### config.mk
export PLATFORM = sky130hd
export DESIGN_NAME = load_store_unit
export DESIGN_NICKNAME = d
export VERILOG_FILES = /design/src/rtl/lsu_pkg.sv /design/src/rtl/lsu_align.sv /design/src/rtl/load_store_unit.sv
export SDC_FILE = /design/constraint.sdc
export NUM_CORES = 1
export LEC_CHECK = 0
export ABC_AREA = 1
export CAP_MARGIN = 5
export CORE_UTILIZATION = 53
export CTS_BUF_LIST = sky130_fd_sc_hd__clkbuf_8 sky130_fd_sc_hd__clkbuf_16
export CTS_CLUSTER_SIZE = 14
export DETAILED_ROUTE_END_ITERATION = 10
export GPL_TIMING_DRIVEN = 0
export PLACE_DENSITY = 0.9
export RECOVER_POWER = 100
export SETUP_SLACK_MARGIN = 0.3
export SLEW_MARGIN = 20
export SYNTH_ARGS = -nofsm -noshare
export SYNTH_HDL_FRONTEND = slang
export SYNTH_SLANG_ARGS = --single-unit
### constraint.sdc
create_clock -name clk_i -period 3.7 [get_ports clk_i]
set_input_delay 0.74 -clock clk_i [delete_from_list [all_inputs] [get_ports clk_i]]
set_output_delay 0.74 -clock clk_i [all_outputs]
set_load 0.05 [all_outputs]
### src/rtl/lsu_pkg.sv
// Shared types for the load/store unit: FSM state encoding, funct3 access
// encodings and the alignment/legality check applied when a request is accepted.
package lsu_pkg;

    typedef enum logic [2:0] {
        ST_IDLE  = 3'd0,
        ST_LOAD  = 3'd1,
        ST_READ  = 3'd2,
        ST_WRITE = 3'd3,
        ST_RESP  = 3'd4
    } lsu_state_e;

    localparam logic [2:0] F3_B  = 3'b000;
    localparam logic [2:0] F3_H  = 3'b001;
    localparam logic [2:0] F3_W  = 3'b010;
    localparam logic [2:0] F3_BU = 3'b100;
    localparam logic [2:0] F3_HU = 3'b101;

    // Unsigned variants only exist for loads; any other encoding is an error.
    function automatic logic is_misaligned(input logic       we,
                                           input logic [2:0] funct3,
                                           input logic [1:0] addr_lo);
        logic bad;
        bad = 1'b0;
        case (funct3)
            F3_B:    bad = 1'b0;
            F3_H:    bad = addr_lo[0];
            F3_W:    bad = (addr_lo != 2'b00);
            F3_BU:   bad = we;
            F3_HU:   bad = we | addr_lo[0];
            default: bad = 1'b1;
        endcase
        return bad;
    endfunction

endpackage

### src/rtl/lsu_align.sv
// Combinational lane logic: extracts and extends load data from a memory word,
// and merges store data into a previously read word for byte/halfword stores.
module lsu_align
    import lsu_pkg::*;
#(
    parameter int RegBits = 32
) (
    input  logic [2:0]         funct3,
    input  logic [1:0]         byte_off,
    input  logic [RegBits-1:0] rd_word,
    input  logic [RegBits-1:0] wdata,
    output logic [RegBits-1:0] load_data,
    output logic [RegBits-1:0] store_word
);

    logic [7:0]  ld_byte;
    logic [15:0] ld_half;

    always_comb begin
        ld_byte   = rd_word[{byte_off, 3'b000} +: 8];
        ld_half   = rd_word[{byte_off[1], 4'b0000} +: 16];
        load_data = rd_word;
        case (funct3)
            F3_B:    load_data = {{(RegBits-8){ld_byte[7]}}, ld_byte};
            F3_BU:   load_data = {{(RegBits-8){1'b0}}, ld_byte};
            F3_H:    load_data = {{(RegBits-16){ld_half[15]}}, ld_half};
            F3_HU:   load_data = {{(RegBits-16){1'b0}}, ld_half};
            default: load_data = rd_word;
        endcase
    end

    always_comb begin
        store_word = rd_word;
        case (funct3[1:0])
            2'b00:   store_word[{byte_off, 3'b000} +: 8] = wdata[7:0];
            2'b01:   store_word[{byte_off[1], 4'b0000} +: 16] = wdata[15:0];
            default: store_word = wdata;
        endcase
    end

endmodule

### src/rtl/load_store_unit.sv
// Single-outstanding load/store unit between the core and a word-wide data
// memory; byte/halfword stores are done as read-modify-write.
module load_store_unit
    import lsu_pkg::*;
#(
    parameter int RegBits = 32
) (
    input  logic               clk_i,
    input  logic               rst_ni,
    input  logic               req_i,
    input  logic               we_i,
    input  logic [2:0]         funct3_i,
    input  logic [RegBits-1:0] addr_i,
    input  logic [RegBits-1:0] wdata_i,
    output logic               ready_o,
    output logic               valid_o,
    output logic [RegBits-1:0] rdata_o,
    output logic               misaligned_o,
    output logic [RegBits-1:0] mem_a_o,
    output logic [RegBits-1:0] mem_wd_o,
    output logic               mem_we_o,
    input  logic [RegBits-1:0] mem_rd_i
);

    lsu_state_e         state_q, state_d;
    logic [RegBits-1:0] addr_q, wdata_q, rmw_q, rdata_q;
    logic [2:0]         funct3_q;
    logic               we_q, mis_q;
    logic               accept, req_mis;
    logic [RegBits-1:0] load_data, store_word;

    assign accept  = (state_q == ST_IDLE) && req_i;
    assign req_mis = is_misaligned(we_i, funct3_i, addr_i[1:0]);

    always_comb begin
        state_d = state_q;
        case (state_q)
            ST_IDLE: begin
                if (req_i) begin
                    if (req_mis)              state_d = ST_RESP;
                    else if (!we_i)           state_d = ST_LOAD;
                    else if (funct3_i == F3_W) state_d = ST_WRITE;
                    else                      state_d = ST_READ;
                end
            end
            ST_LOAD:  state_d = ST_RESP;
            ST_READ:  state_d = ST_WRITE;
            ST_WRITE: state_d = ST_RESP;
            ST_RESP:  state_d = ST_IDLE;
            default:  state_d = ST_IDLE;
        endcase
    end

    always_ff @(posedge clk_i) begin
        if (!rst_ni) begin
            state_q  <= ST_IDLE;
            addr_q   <= '0;
            wdata_q  <= '0;
            funct3_q <= '0;
            we_q     <= 1'b0;
            mis_q    <= 1'b0;
            rmw_q    <= '0;
            rdata_q  <= '0;
        end else begin
            state_q <= state_d;
            if (accept) begin
                addr_q   <= addr_i;
                wdata_q  <= wdata_i;
                funct3_q <= funct3_i;
                we_q     <= we_i;
                mis_q    <= req_mis;
            end
            if (state_q == ST_LOAD) rdata_q <= load_data;
            if (state_q == ST_READ) rmw_q   <= mem_rd_i;
        end
    end

    lsu_align #(
        .RegBits(RegBits)
    ) u_align (
        .funct3    (funct3_q),
        .byte_off  (addr_q[1:0]),
        .rd_word   ((state_q == ST_LOAD) ? mem_rd_i : rmw_q),
        .wdata     (wdata_q),
        .load_data (load_data),
        .store_word(store_word)
    );

    assign ready_o      = (state_q == ST_IDLE);
    assign valid_o      = (state_q == ST_RESP);
    assign rdata_o      = rdata_q;
    assign misaligned_o = mis_q;
    assign mem_a_o      = {addr_q[RegBits-1:2], 2'b00};
    assign mem_wd_o     = we_q ? store_word : '0;
    // Gated by reset so a write cycle interrupted by reset never reaches memory.
    assign mem_we_o     = (state_q == ST_WRITE) && rst_ni;

endmodule

==> metrics.yaml, run 1 <==
status: "complete, no violations"
htree_levels: 4
cap_violations: 0
final_nets: 1439
layout_commonest_cell: "nand2_1"
fin_crit_sh_pct: 93.4
syn_area_um2: 7530
power.density_nw_per_um2: 473
synth_top_area_share_pct: 36.2
maxSlewHeadroom_pct: 45.4
p_sw_uw: 1670
area_growth_syn_to_layout_pct: 37.8
vias: 8977
peakVddDrop_v: 0.000384
place_ws_ns: -0.449
clockBufferDepth: 2
seq_area_frac_synth_pct: 36.2
end_kind: "output pin"
clkTransAtPathRegs_ns: 0.06
drive_gt1_share_pct: 13.2
n_fill_cell: 1079
cp_data_required_time_ns: 2.96
tritoncts: "built"
cts_root_buf: "clkbuf_16"
slew_violations: 0
overflow: 0
hold_violations: 0
die_h_um: 121
power_frac_comb_pct: 27.9
setup_viol: 0
setup_slack_ns: 0.245
cp.arrival_ns: 2.72
synth_cell_types: 40
hpwlAfterDp_um: 20000
post-route-util_pct: 74.8
ant_nets: 0
synth_edf_count: 0
internal-power_uw: 3240
grt_pass1_wl_um: 41600
finClkSkew_ns: 0.00580
layout.cells.most_common_list: "291 x nand2_1, 140 x a21oi_1, 134 x dfxtp_1"
cp_max_fo: 12
gp_congestion: 0.988
hp-class: "reg2reg"
cts_buffers: 17
power_uw: 4910
wire_per_inst_um: 18.2
die_width_um: 121
rsz0062_at_grt: "false"
routed_wl_um: 27700
register_area_um2: 2730
start_util_pct: 54.3
p_seq_share_pct: 33.2
cts_hold_buf: 0
std_cell_rows: 43
period_minus_slack_ns: 3.46
whs_ns: 0.461
yosysTopAreaCell: "dfxtp_1"
ys.flop_type: "dfxtp_1"
first_pass_iters: 8
dieArea_um2: 14700
fin_setup_tns_ns: 0
track_usage_pct: 37.2
critical_path_class: "reg2out"
critPathLaunchType: "flip-flop"
ys_ff_latch: 136
syn_area_per_cell_um2: 6.78
ys_warn_count: 0
antenna_found_initial: 0
sw_frac_of_total_pct: 33.9
async_reset_ff_share_pct: 0
numClockSinks: 136
grt_pass1_vias: 8025
synthCells: 1111
worstSkewPairLatency_ns: 0.44
drt_iter0_drc: 1273
core_area_um2: 13900
max_freq_ghz: 0.289
antenna_cells: 0
portBuffers: 199
ys_top_cells_by_area: "dfxtp_1 36%, nand2_1 15%, a21oi_1 9.2%"
clkPwrFrac_pct: 38.8
multi_input_area_um2: 3950
io_pins: 203
vias_per_cell: 5.89
grt_max_degree: 17
leakage_uw: 0.00442
worstMarginPinSlew_ns: 0.819
drc: 0
==> final timing paths <==
| path | cells after the start | startpoint | endpoint | slack [ns] |
|---|---|---|---|---|
| worst max register to register | 10 | state_q[1]$_SDFFE_PN0P_ | rdata_o[12]$_SDFFE_PN0P_ | 1.35 |
| worst min-delay path | 2 | rdata_o[15]$_SDFFE_PN0P_ | rdata_o[15]$_SDFFE_PN0P_ | 0.46 |
| worst min register to register | 2 | rdata_o[15]$_SDFFE_PN0P_ | rdata_o[15]$_SDFFE_PN0P_ | 0.46 |
| worst max-delay path | 11 | addr_q[0]$_SDFFE_PN0P_ | mem_wd_o[30] | 0.24 |
==> final cells by class <==
cell class | instances | share of cell area (%)
plain buffers | 108 | 6.22
clock buffers | 19 | 4.36
clock inverters | 13 | 1.94
inverters | 78 | 2.94
multi-input cells | 790 | 38.0
flip-flops and latches | 136 | 26.3
well taps | 180 | 2.17
repair buffers | 200 | 18.1
==> state kept, by name, summed over array words and instances, names as in the netlist <==
register,count
misaligned_o,1
addr_q,32
wdata_q,32
rmw_q,32
rdata_o,32
we_q,1
funct3_q,3
state_q,3
==> per-stage QoR <==
step                cells  area, um2
detailed placement   1491       9750
floorplan            1112       7530
global placement     1491       9750
CTS                  1524      10400
global route         1524      10400
finish               1524      10400
==> Yosys cell counts (all sizes together) (5+ instances only) <==
cell type	instances
dfxtp	136
buf	75
nand2	306
a221oi	9
a21oi	145
ha	5
o221ai	15
clkbuf	33
inv	77
nand3	69
o21ai	88
or2	6
o22ai	7
o21a	16
nor3	5
nor2	73
a31oi	21
o211ai	14
==> what timing repair did <==
| item | CTS | global route |
|---|---|---|
| pin swaps | 2 | 7 |
| endpoints found under the setup margin | 32 | 31 |
| buffers inserted | 1 | 0 |
| gates resized for setup | 187 | 39 |
==> per-layer routing <==
metal	GRT usage, %	up-vias	part of all wire [%]
li1	-	4132	-
met1	48.5	4099	38
met2	56.4	641	44
met3	9.02	105	12
met4	20.2	0	4.9
met5	0	-	0
==> power by group through the flow <==
stage / sequential [uW] / combinational (uW) / clock (uW)
after floorplan: 1700 / 822 / 0
after global placement: 1650 / 1320 / 0
final: 1630 / 1370 / 1910
after CTS: 1630 / 1350 / 1890
after detailed placement: 1660 / 1340 / 0
after global routing: 1640 / 1450 / 1960
==> logic make-up (layout without fill, tap and decap cells) <==
group	count (synthesis)	after routing	synth area share, %
adders and majority gates	5	5	0.831
AOI/OAI and AO/OA	321	321	24.6
other	1	2	0.0498
buffers and inverters	186	418	12.4
DFF	136	136	36.2
and+or+nand+nor	462	462	25.9
==> worst max-delay path, stage by stage (launching register included) <==
cell      delay [ns]
dfxtp_2         0.42
inv_1           0.15
clkbuf_4        0.28
ha_2            0.26
inv_6           0.10
nand2_2         0.10
nor2_4          0.13
nand2_1         0.06
a21oi_1         0.12
o21ai_0         0.13
a21oi_1         0.19
clkbuf_2        0.33
Power figures use the tool's default switching activity.
==> inputs of run 2 (changes only) <==
PLACE_DENSITY = 0.87   (was 0.9)
clock period = 4.25 ns   (was 3.7 ns; I/O delays follow)
==> run 2 against run 1 <==
  * Wire length fell by 0.66%
  * Via count is 1.5% lower
  * Setup slack got worse by 0.026 ns
  * Combinational power down 15%
  * Clock skew up 0.0032 ns
  * Power decreased by 20%
  * Design area fell by 3.1%
  * Worst hold slack got worse by 0.0027 ns
  * Clock power decreased by 30%
  * Largest cell class unchanged
  * Highest routed layer unchanged
==> metrics.yaml, run 2 (same netlist as run 1, synthesis figures left out) <==
clockBufferDepth: 2  # unchanged
htree_levels: 4  # unchanged
cts_hold_buf: 0  # unchanged
finClkSkew_ns: 0.00903  # +0.00324 ns
portBuffers: 199  # unchanged
io_pins: 203  # unchanged
instances_no_fill: 1522  # -0.13%
first_pass_iters: 6  # -2
worstMarginPinSlew_ns: 0.767  # -0.0522 ns
vias: 8844  # -1.5%
critPathLaunchType: "flip-flop"
end_kind: "output pin"
placed_cells_incl_taps: 1491  # unchanged
slew_violations: 0  # unchanged
fin_crit_sh_pct: 94.8
grt_pass1_wl_um: 41900  # +0.62%
die_width_um: 121  # unchanged
power.density_nw_per_um2: 390  # -18%
slowest_stage: "clkbuf_1"
vias_per_cell: 5.81  # -1.4%
grt_pass1_vias: 8036  # +0.14%
antenna_found_initial: 0  # unchanged
max_freq_ghz: 0.248
drive_gt1_share_pct: 10.3  # -2.9 points
cp.arrival_ns: 3.18  # +0.46 ns
maxSlewHeadroom_pct: 48.9  # +3.5 points
cts_setup_buffers: 0  # -1
hpwlAfterDp_um: 20500  # +2.6%
critical_path_class: "reg2out"
hold_violations: 0  # unchanged
final_nets: 1438  # -0.069%
dieArea_um2: 14700  # unchanged
reg2reg_depth: 9  # -1
ant_nets: 0  # unchanged
peakVddDrop_v: 0.000343  # -11%
antenna_cells: 0  # unchanged
leakage_uw: 0.00428  # -3.1%
numClockSinks: 136  # unchanged
path_delay_family: "buffers and inverters"
clkTransAtPathRegs_ns: 0.07  # about the same
tritoncts: "built"
area_growth_syn_to_layout_pct: 33.6
cap_violations: 0  # unchanged
wire_per_inst_um: 18.1  # -0.53%
cts_root_buf: "clkbuf_16"
period_minus_slack_ns: 4.03
drt_iter0_drc: 1231  # -3.3%
rsz0062_at_grt: "false"
cp_data_required_time_ns: 3.40  # +0.44 ns
max_stage_delay_ns: 0.50  # +0.08 ns
cts_buffers: 17  # unchanged
hp-class: "reg2reg"
crit_buf_inv: 6  # +2
cp_max_fo: 12  # unchanged
track_usage_pct: 37.5  # +0.28 points
cp_cell_sequence: "clkbuf_4 -> inv_4 -> clkbuf_4 -> buf_4 -> ha_1 -> nor2_1 -> inv_1 -> nor2_1 -> o221ai_1 -> a31oi_1 -> clkbuf_1"
post-route-util_pct: 72.5  # -2.3 points
crit_cells: 11  # unchanged
status: "complete, no violations"
grt_max_degree: 17  # unchanged
drc: 0  # unchanged
worstSkewPairLatency_ns: 0.44  # about the same
start_util_pct: 54.3  # unchanged
die_h_um: 121  # unchanged
gp_congestion: 0.958  # -3.0%
hold_depth: 2  # unchanged
core_area_um2: 13900  # unchanged
layout.cells.most_common_list: "295 x nand2_1, 142 x a21oi_1, 136 x dfxtp_1"
setup_viol: 0  # unchanged
routed_wl_um: 27600  # -0.66%
overflow: 0  # unchanged
layout_commonest_cell: "nand2_1"
std_cell_rows: 43  # unchanged
run 2: worst min-delay path, stage by stage (launching register included):
cell and delay (ns):
dfxtp_1 0.30, inv_1 0.06, a21oi_1 0.06
run 2: repair_timing:
item,4_1_cts,5_1_grt
setup endpoints to repair,32,32
gates resized for setup,147,29
endpoints found under the hold margin,0,0
run 2: worst paths after layout:
path / slack (ns) / endpoint / from
min: 0.46 / rmw_q[23]$_SDFFE_PN0P_ / rmw_q[23]$_SDFFE_PN0P_
min reg2reg: 0.46 / rmw_q[23]$_SDFFE_PN0P_ / rmw_q[23]$_SDFFE_PN0P_
max: 0.22 / mem_wd_o[2] / addr_q[1]$_SDFFE_PN0P_
max reg2reg: 1.88 / addr_q[20]$_SDFFE_PN0P_ / state_q[0]$_SDFFE_PN0P_
run 2: layout make-up:
class                      count  area, um2
sequential                   136       2720
fill                        1200       3820
clock inverter                13       85.1
inverter                      78        295
tap                          180        225
buffer                       108        627
multi-input combinational    790       3850
clock buffer                  18        439
timing repair buffer         199       1820
run 2: power breakdown:
group	switching (uW)	internal [uW]	total, uW	leakage [uW]
clock	595	749	1340	0.000255
sequential	54.4	1360	1420	0.00111
combinational	788	372	1160	0.00292
total	1440	2490	3920	0.00428
run 2: routing by layer:
layer	global-route usage (%)	routed length, um
met5	0	0
met4	19.1	1020
met3	8.18	3210
met2	56.3	12100
met1	50.4	11300
run 2: per-stage QoR:
step	hold WS, ns	instance area, um2	TNS (ns)	total power [uW]	setup slack, ns
after floorplan	0.430	7530	0	2190	0.769
after global placement	0.443	9750	-0.00748	2600	-0.00545
after detailed placement	0.449	9750	-0.109	2610	-0.0777
after CTS	0.457	10200	0	3910	0.169
after global routing	0.482	10100	0	4040	0.166
final	0.459	10100	0	3920	0.219
